## src/rtl/conv2_seq_ctrl.sv

```systemverilog
// conv2_seq_ctrl: sequences one conv_layer_2 pass -- streams image, weight and bias
// memories into the datapath, then captures the result stream into a result RAM.
`default_nettype none

module conv2_seq_ctrl #(
   parameter int IN_CHANNELS    = 2,
   parameter int OUT_CHANNELS   = 3,
   parameter int IN_IMG_SIZE    = 12,
   parameter int OUT_IMG_SIZE   = 10,
   parameter int KERNEL_SIZE    = 3,
   parameter int DATA_WIDTH     = 16,
   parameter int TIMEOUT_CYCLES = 8192,
   localparam int NPIX = IN_IMG_SIZE * IN_IMG_SIZE * IN_CHANNELS,
   localparam int NW   = KERNEL_SIZE * KERNEL_SIZE * IN_CHANNELS * OUT_CHANNELS,
   localparam int NB   = OUT_CHANNELS,
   localparam int NOUT = OUT_IMG_SIZE * OUT_IMG_SIZE * OUT_CHANNELS,
   localparam int IAW  = (NPIX > 1) ? $clog2(NPIX) : 1,
   localparam int WAW  = (NW > 1)   ? $clog2(NW)   : 1,
   localparam int BAW  = (NB > 1)   ? $clog2(NB)   : 1,
   localparam int RAW  = (NOUT > 1) ? $clog2(NOUT) : 1
) (
   input  logic                  clk,
   input  logic                  reset,
   input  logic                  go,
   output logic                  busy,
   output logic                  done,
   output logic                  err,
   output logic                  img_rd,
   output logic [IAW-1:0]        img_addr,
   input  logic [DATA_WIDTH-1:0] img_data,
   output logic                  w_rd,
   output logic [WAW-1:0]        w_addr,
   input  logic [DATA_WIDTH-1:0] w_data,
   output logic                  b_rd,
   output logic [BAW-1:0]        b_addr,
   input  logic [DATA_WIDTH-1:0] b_data,
   output logic                  start_conv2,
   output logic                  data_valid,
   output logic [DATA_WIDTH-1:0] partial_image_in,
   output logic [DATA_WIDTH-1:0] partial_weights_in,
   output logic [DATA_WIDTH-1:0] partial_biases_in,
   input  logic                  finish_conv2,
   input  logic [DATA_WIDTH-1:0] map,
   input  logic                  result_valid,
   output logic                  res_we,
   output logic [RAW-1:0]        res_addr,
   output logic [DATA_WIDTH-1:0] res_data
);

   localparam int NMAX = (NPIX > NW) ? ((NPIX > NB) ? NPIX : NB) : ((NW > NB) ? NW : NB);
   localparam int CW   = $clog2(NMAX + 1);
   localparam int RCW  = $clog2(NOUT + 1);
   localparam int TW   = $clog2(TIMEOUT_CYCLES + 1);

   typedef enum logic [2:0] {
      S_IDLE, S_START, S_RD_IMG, S_RD_W, S_RD_B, S_DRAIN, S_WAIT_FINISH, S_DONE
   } state_t;

   typedef enum logic [1:0] {SEL_NONE, SEL_IMG, SEL_W, SEL_B} sel_t;

   state_t                state_q, state_d;
   sel_t                  sel_q, sel_d;
   logic [CW-1:0]         cnt_q, cnt_d;
   logic [RCW-1:0]        rcount_q, rcount_d;
   logic [TW-1:0]         tmo_q, tmo_d;
   logic                  err_q, err_d;
   logic                  dv_q;
   logic [DATA_WIDTH-1:0] pimg_q, pw_q, pb_q;

   logic cap_act, rcnt_full, wr_ok;

   assign cap_act   = (state_q != S_IDLE) && (state_q != S_DONE);
   assign rcnt_full = (rcount_q == RCW'(NOUT));
   assign wr_ok     = cap_act && result_valid && !rcnt_full;

   assign busy        = (state_q != S_IDLE);
   assign done        = (state_q == S_DONE);
   assign err         = err_q;
   assign start_conv2 = (state_q == S_START);
   assign img_rd      = (state_q == S_RD_IMG);
   assign w_rd        = (state_q == S_RD_W);
   assign b_rd        = (state_q == S_RD_B);
   assign img_addr    = img_rd ? cnt_q[IAW-1:0] : '0;
   assign w_addr      = w_rd   ? cnt_q[WAW-1:0] : '0;
   assign b_addr      = b_rd   ? cnt_q[BAW-1:0] : '0;

   assign data_valid         = dv_q;
   assign partial_image_in   = pimg_q;
   assign partial_weights_in = pw_q;
   assign partial_biases_in  = pb_q;

   assign res_we   = wr_ok;
   assign res_addr = wr_ok ? rcount_q[RAW-1:0] : '0;
   assign res_data = wr_ok ? map : '0;

   always_comb begin
      state_d  = state_q;
      sel_d    = SEL_NONE;
      cnt_d    = cnt_q;
      rcount_d = rcount_q;
      tmo_d    = '0;
      err_d    = err_q;

      // A surplus result is flagged even in DONE, so a straggler right after finish is caught.
      if (busy && result_valid && rcnt_full)
         err_d = 1'b1;
      if (wr_ok)
         rcount_d = rcount_q + RCW'(1);

      unique case (state_q)
         S_IDLE: begin
            if (go) begin
               state_d  = S_START;
               err_d    = 1'b0;
               cnt_d    = '0;
               rcount_d = '0;
            end
         end
         S_START: begin
            if (finish_conv2) err_d = 1'b1;
            cnt_d   = '0;
            state_d = S_RD_IMG;
         end
         S_RD_IMG: begin
            sel_d = SEL_IMG;
            if (finish_conv2) err_d = 1'b1;
            if (cnt_q == CW'(NPIX - 1)) begin
               cnt_d   = '0;
               state_d = S_RD_W;
            end else begin
               cnt_d = cnt_q + CW'(1);
            end
         end
         S_RD_W: begin
            sel_d = SEL_W;
            if (finish_conv2) err_d = 1'b1;
            if (cnt_q == CW'(NW - 1)) begin
               cnt_d   = '0;
               state_d = S_RD_B;
            end else begin
               cnt_d = cnt_q + CW'(1);
            end
         end
         S_RD_B: begin
            sel_d = SEL_B;
            if (finish_conv2) err_d = 1'b1;
            if (cnt_q == CW'(NB - 1)) begin
               cnt_d   = '0;
               state_d = S_DRAIN;
            end else begin
               cnt_d = cnt_q + CW'(1);
            end
         end
         S_DRAIN: begin
            if (finish_conv2) err_d = 1'b1;
            if (cnt_q == CW'(1)) begin
               cnt_d   = '0;
               state_d = S_WAIT_FINISH;
            end else begin
               cnt_d = cnt_q + CW'(1);
            end
         end
         S_WAIT_FINISH: begin
            // rcount_d already includes a result arriving together with finish.
            if (finish_conv2) begin
               if (rcount_d != RCW'(NOUT)) err_d = 1'b1;
               state_d = S_DONE;
            end else if (tmo_q == TW'(TIMEOUT_CYCLES - 1)) begin
               err_d   = 1'b1;
               state_d = S_DONE;
            end else begin
               tmo_d = tmo_q + TW'(1);
            end
         end
         S_DONE: begin
            state_d = S_IDLE;
         end
         default: state_d = S_IDLE;
      endcase
   end

   always_ff @(posedge clk or posedge reset) begin
      if (reset) begin
         state_q  <= S_IDLE;
         sel_q    <= SEL_NONE;
         cnt_q    <= '0;
         rcount_q <= '0;
         tmo_q    <= '0;
         err_q    <= 1'b0;
         dv_q     <= 1'b0;
         pimg_q   <= '0;
         pw_q     <= '0;
         pb_q     <= '0;
      end else begin
         state_q  <= state_d;
         sel_q    <= sel_d;
         cnt_q    <= cnt_d;
         rcount_q <= rcount_d;
         tmo_q    <= tmo_d;
         err_q    <= err_d;
         dv_q     <= (sel_q != SEL_NONE);
         // sel_q marks which memory's read data is on its bus this cycle.
         unique case (sel_q)
            SEL_IMG: pimg_q <= img_data;
            SEL_W:   pw_q   <= w_data;
            SEL_B:   pb_q   <= b_data;
            default: ;
         endcase
      end
   end

endmodule

`default_nettype wire
```

## config.mk

```make
export PLATFORM = sky130hd
export DESIGN_NAME = conv2_seq_ctrl
export DESIGN_NICKNAME = d
export VERILOG_FILES = /design/src/rtl/conv2_seq_ctrl.sv
export SDC_FILE = /design/constraint.sdc
export NUM_CORES = 1
export LEC_CHECK = 0
export CORE_ASPECT_RATIO = 1.1
export CORE_UTILIZATION = 68
export DETAILED_ROUTE_END_ITERATION = 7
export DONT_BUFFER_PORTS = 1
export GPL_TIMING_DRIVEN = 0
export PLACE_DENSITY = 0.95
export SLEW_MARGIN = 20
export SYNTH_ARGS = -nofsm -noshare
export SYNTH_HDL_FRONTEND = slang
export SYNTH_SLANG_ARGS = --single-unit
export TNS_END_PERCENT = 30
```

## constraint.sdc

```tcl
create_clock -name clk -period 4.5 [get_ports clk]
set_input_delay 0.45 -clock clk [delete_from_list [all_inputs] [get_ports clk]]
set_output_delay 0.45 -clock clk [all_outputs]
set_load 0.02 [all_outputs]
```

==> run_results.csv <==
group,metric,value,unit
grt,grt_max_degree,51,
layout,nets,487,
yosys,avgSynthCellArea,10.85,um2
layout,syn_to_final_growth,7.974,%
place,placed_area,0.004461,mm2
grt,grtUsageTotal,0.2862,
layout,finalNonFillerCells,497,
timing,clock_skew,0.009097,ns
status,status,"complete, but fails checks",
timing,finalHoldViolations,3,
grt,first_global_vias,3040,
timing,timing.final.crit_share,0.7284,
clocking,ctsHoldBuffers,0,
clocking,cts_sinks,87,
power,vdd_drop_max,450.5,uV
die,pin_count,168,
die,coreArea,0.006156,mm2
yosys,synth_flop_cell,"dfrtp_1",
yosys,syn_inst,399,
routing,routed.top_layer,"met4",
place,gp_congestion,0.8618,
timing,post-route-min-period,3.278,ns
setup_path,cp_num_buf_inv,1,
worst_hold_path,hp-class,"in -> async",
yosys,synth_warnings,0,
timing,slew_viol_final,0,
routing,first_iter_violations,132,
setup_path,crit_cells,9,
die,die_h,85.70,um
setup_path,rrSetupSlack,1.22,ns
timing,max_freq,305.1,MHz
yosys,syn_nets,475,
layout,multi_input_area,0.001989,mm2
layout,fillers,401,
routing,met3_wirelength,697,um
die,num_rows,30,
yosys,syn-cell-area,0.004330,mm2
layout,final_area,0.004676,mm2
routing,routed_wl,9201,um
timing,finalSetupViolCount,0,
setup_path,critPathLaunchType,"flop",
yosys,yosysUniqueCellTypes,55,
timing,grt_setup_unrepaired,"false",
setup_path,cp_data_required_time,4.74,ns
grt,grt_overflow,0,
power,p_leak,2.080,nW
power,power.density,699.0,mW/mm2
place,place_ws,1.333,ns
setup_path,crit_arrival,3.51,ns
setup_path,crit_path_end_kind,"flop",
timing,timing.hold.ws,-0.001151,ns
grt,antenna_found_initial,1,
timing,relSlewSlack,0.5030,
timing,tightestPinTransition,0.7439,ns
setup_path,crit_end,"err$_DFF_PP0_",
layout,final_util,0.7596,
timing,setup_ws,1.222,ns
setup_path,critPathLaunch,"state_q[2]$_DFFE_PP0P_",
die,start_util,0.7035,
routing,drt-wirelength-per-cell,18.51,um
setup_path,crit_family,"simple AND/OR/NAND/NOR gates",
yosys,yosysSeqAreaShare,0.5027,
routing,drc,0,
clocking,clockRootBuffer,"clkbuf_8",
layout,drive_gt1_frac,0.1995,
die,die_w,78.09,um
status,violations,"negative hold slack",
yosys,async_flop_share,1.000,
setup_path,criticalPathCategory,"reg -> reg",
routing,dr.pass1.iters,4,
routing,vias,3071,
clocking,h-tree-depth,3,
routing,postRouteAntennaNets,0,
clocking,clkTransAtPathRegs,0.09,ns
clocking,cts_setup_buffers,0,
clocking,cts-resized-gates,0,
place,numPlacedInstances,480,
setup_path,regToRegStartpoint,"state_q[2]$_DFFE_PP0P_",
setup_path,critPathMaxFanout,10,
timing,tns,0,ns
routing,vias_per_cell,6.179,
yosys,synth-edff-count,0,
setup_path,reg2reg_depth,9,
job,cap_violations,0,
routing,wl_met2,4708,um
setup_path,crit_slowest_cell,"nor2_1",
yosys,ys_ff_latch,87,
place,port_buffers,0,
setup_path,path_cells,"nor3_2 -> inv_2 -> nand3_1 -> nor2_1 -> ha_1 -> or3_1 -> a2111oi_0 -> nand4_1 -> o41a_1",
setup_path,cp_slowest_stage_delay,0.48,ns
place,hpwl,6835,um
layout,regArea,0.002177,mm2
clocking,cts.path.max_buffers,2,
power,fin_total_pwr,3.269,mW
die,die_area,0.006691,mm2
routing,wl_met1,3579,um
clocking,cts_tree,"done",
grt,grt_pass1_wl,14750,um
clocking,clkLatencyLatePin,0.35,ns
setup_path,r2r-end,"err$_DFF_PP0_",
clocking,cts_buffers,9,
==> cell usage after synthesis, drive strengths merged (2+ instances only) <==
library cell / number / area share
a21o: 3 / 0.0052
a21oi: 9 / 0.010
a31oi: 2 / 0.0029
and2: 18 / 0.026
and3: 22 / 0.032
and4: 2 / 0.0040
buf: 9 / 0.015
clkbuf: 13 / 0.011
dfrtp: 87 / 0.50
ha: 7 / 0.020
inv: 13 / 0.011
mux2: 48 / 0.12
mux2i: 2 / 0.0046
nand2: 19 / 0.017
nand2b: 7 / 0.010
nand3: 12 / 0.014
nand3b: 2 / 0.0064
nand4: 10 / 0.014
nor2: 31 / 0.027
nor2b: 2 / 0.0029
nor3: 18 / 0.023
nor3b: 4 / 0.0069
nor4: 2 / 0.0029
o21ai: 14 / 0.017
o22ai: 2 / 0.0029
o31ai: 2 / 0.0035
or2: 2 / 0.0029
or3: 5 / 0.0072
xnor2: 12 / 0.026
xor2: 7 / 0.014
==> per-layer routing <==
metal | track usage | up-vias
li1 | - | 1421
met1 | 0.3436 | 1488
met2 | 0.5000 | 141
met3 | 0.05851 | 21
met4 | 0.1229 | 0
met5 | 0 | -
==> worst min-delay path by stage <==
| stage | cells past startpoint | slack (ns) | endpoint |
|---|---|---|---|
| after floorplan | 1 | 0.46 | tmo_q[0]$_DFF_PP0_ |
| after global placement | 1 | 0.47 | tmo_q[0]$_DFF_PP0_ |
| after detailed placement | 1 | 0.39 | cnt_q[1]$_DFFE_PP0P_ |
| after CTS | 1 | 0.01 | partial_weights_in[3]$_DFFE_PP0N_ |
| after global routing | 1 | 0.03 | cnt_q[1]$_DFFE_PP0P_ |
| final | 1 | -0.001 | cnt_q[1]$_DFFE_PP0P_ |
==> layout by cell type (no fill, tap or decap), types with 4 or more instances in the layout <==
| cell type | synthesis | routed |
|---|---|---|
| xor2_1 | 7 | 7 |
| inv_1 | 12 | 11 |
| ha_1 | 7 | 7 |
| clkbuf_1 | 13 | 13 |
| clkbuf_8 | 0 | 10 |
| and3_1 | 22 | 22 |
| mux2_2 | 48 | 48 |
| nor2_1 | 31 | 31 |
| buf_2 | 4 | 4 |
| nand2b_1 | 7 | 7 |
| a21oi_1 | 9 | 9 |
| o21ai_0 | 10 | 10 |
| and2_1 | 18 | 18 |
| nand2_1 | 18 | 18 |
| nor3b_1 | 4 | 4 |
| nor3_1 | 16 | 16 |
| xnor2_1 | 11 | 11 |
| nand3_1 | 12 | 12 |
| dfrtp_1 | 87 | 87 |
| nand4_1 | 10 | 10 |
| or3_1 | 5 | 5 |
==> report_power, final <==
group          switching (mW)  internal (mW)
logic                   0.629          0.497
clock network           0.288          0.280
registers               0.509           1.07
==> sequential cells by signal, indices dropped and copies added, names as in the netlist <==
name and count:
sel_q 2, state_q 3, partial_biases_in 16, err 1, rcount_q 9, partial_image_in 16
data_valid 1, tmo_q 14, partial_weights_in 16, cnt_q 9
==> layout make-up <==
| type | count | area share |
|---|---|---|
| flip-flops and latches | 87 | 0.4656 |
| multi-input cells | 277 | 0.4255 |
| clock buffers | 10 | 0.02944 |
| plain buffers | 22 | 0.02462 |
| well taps | 80 | 0.02141 |
| clock inverters | 6 | 0.01606 |
| inverters | 13 | 0.01097 |
| repair buffers | 1 | 0.005887 |
| diodes | 1 | 0.0005352 |
==> logic make-up after synthesis <==
family | synth area share
AOI/OAI and AO/OA | 0.05952
muxes | 0.1294
adders and majority gates | 0.02022
xor gates and xnor gates | 0.04016
and+or+nand+nor | 0.2101
DFF | 0.5027
buffers and inverters | 0.03785
(Power assumes the default switching activity.)
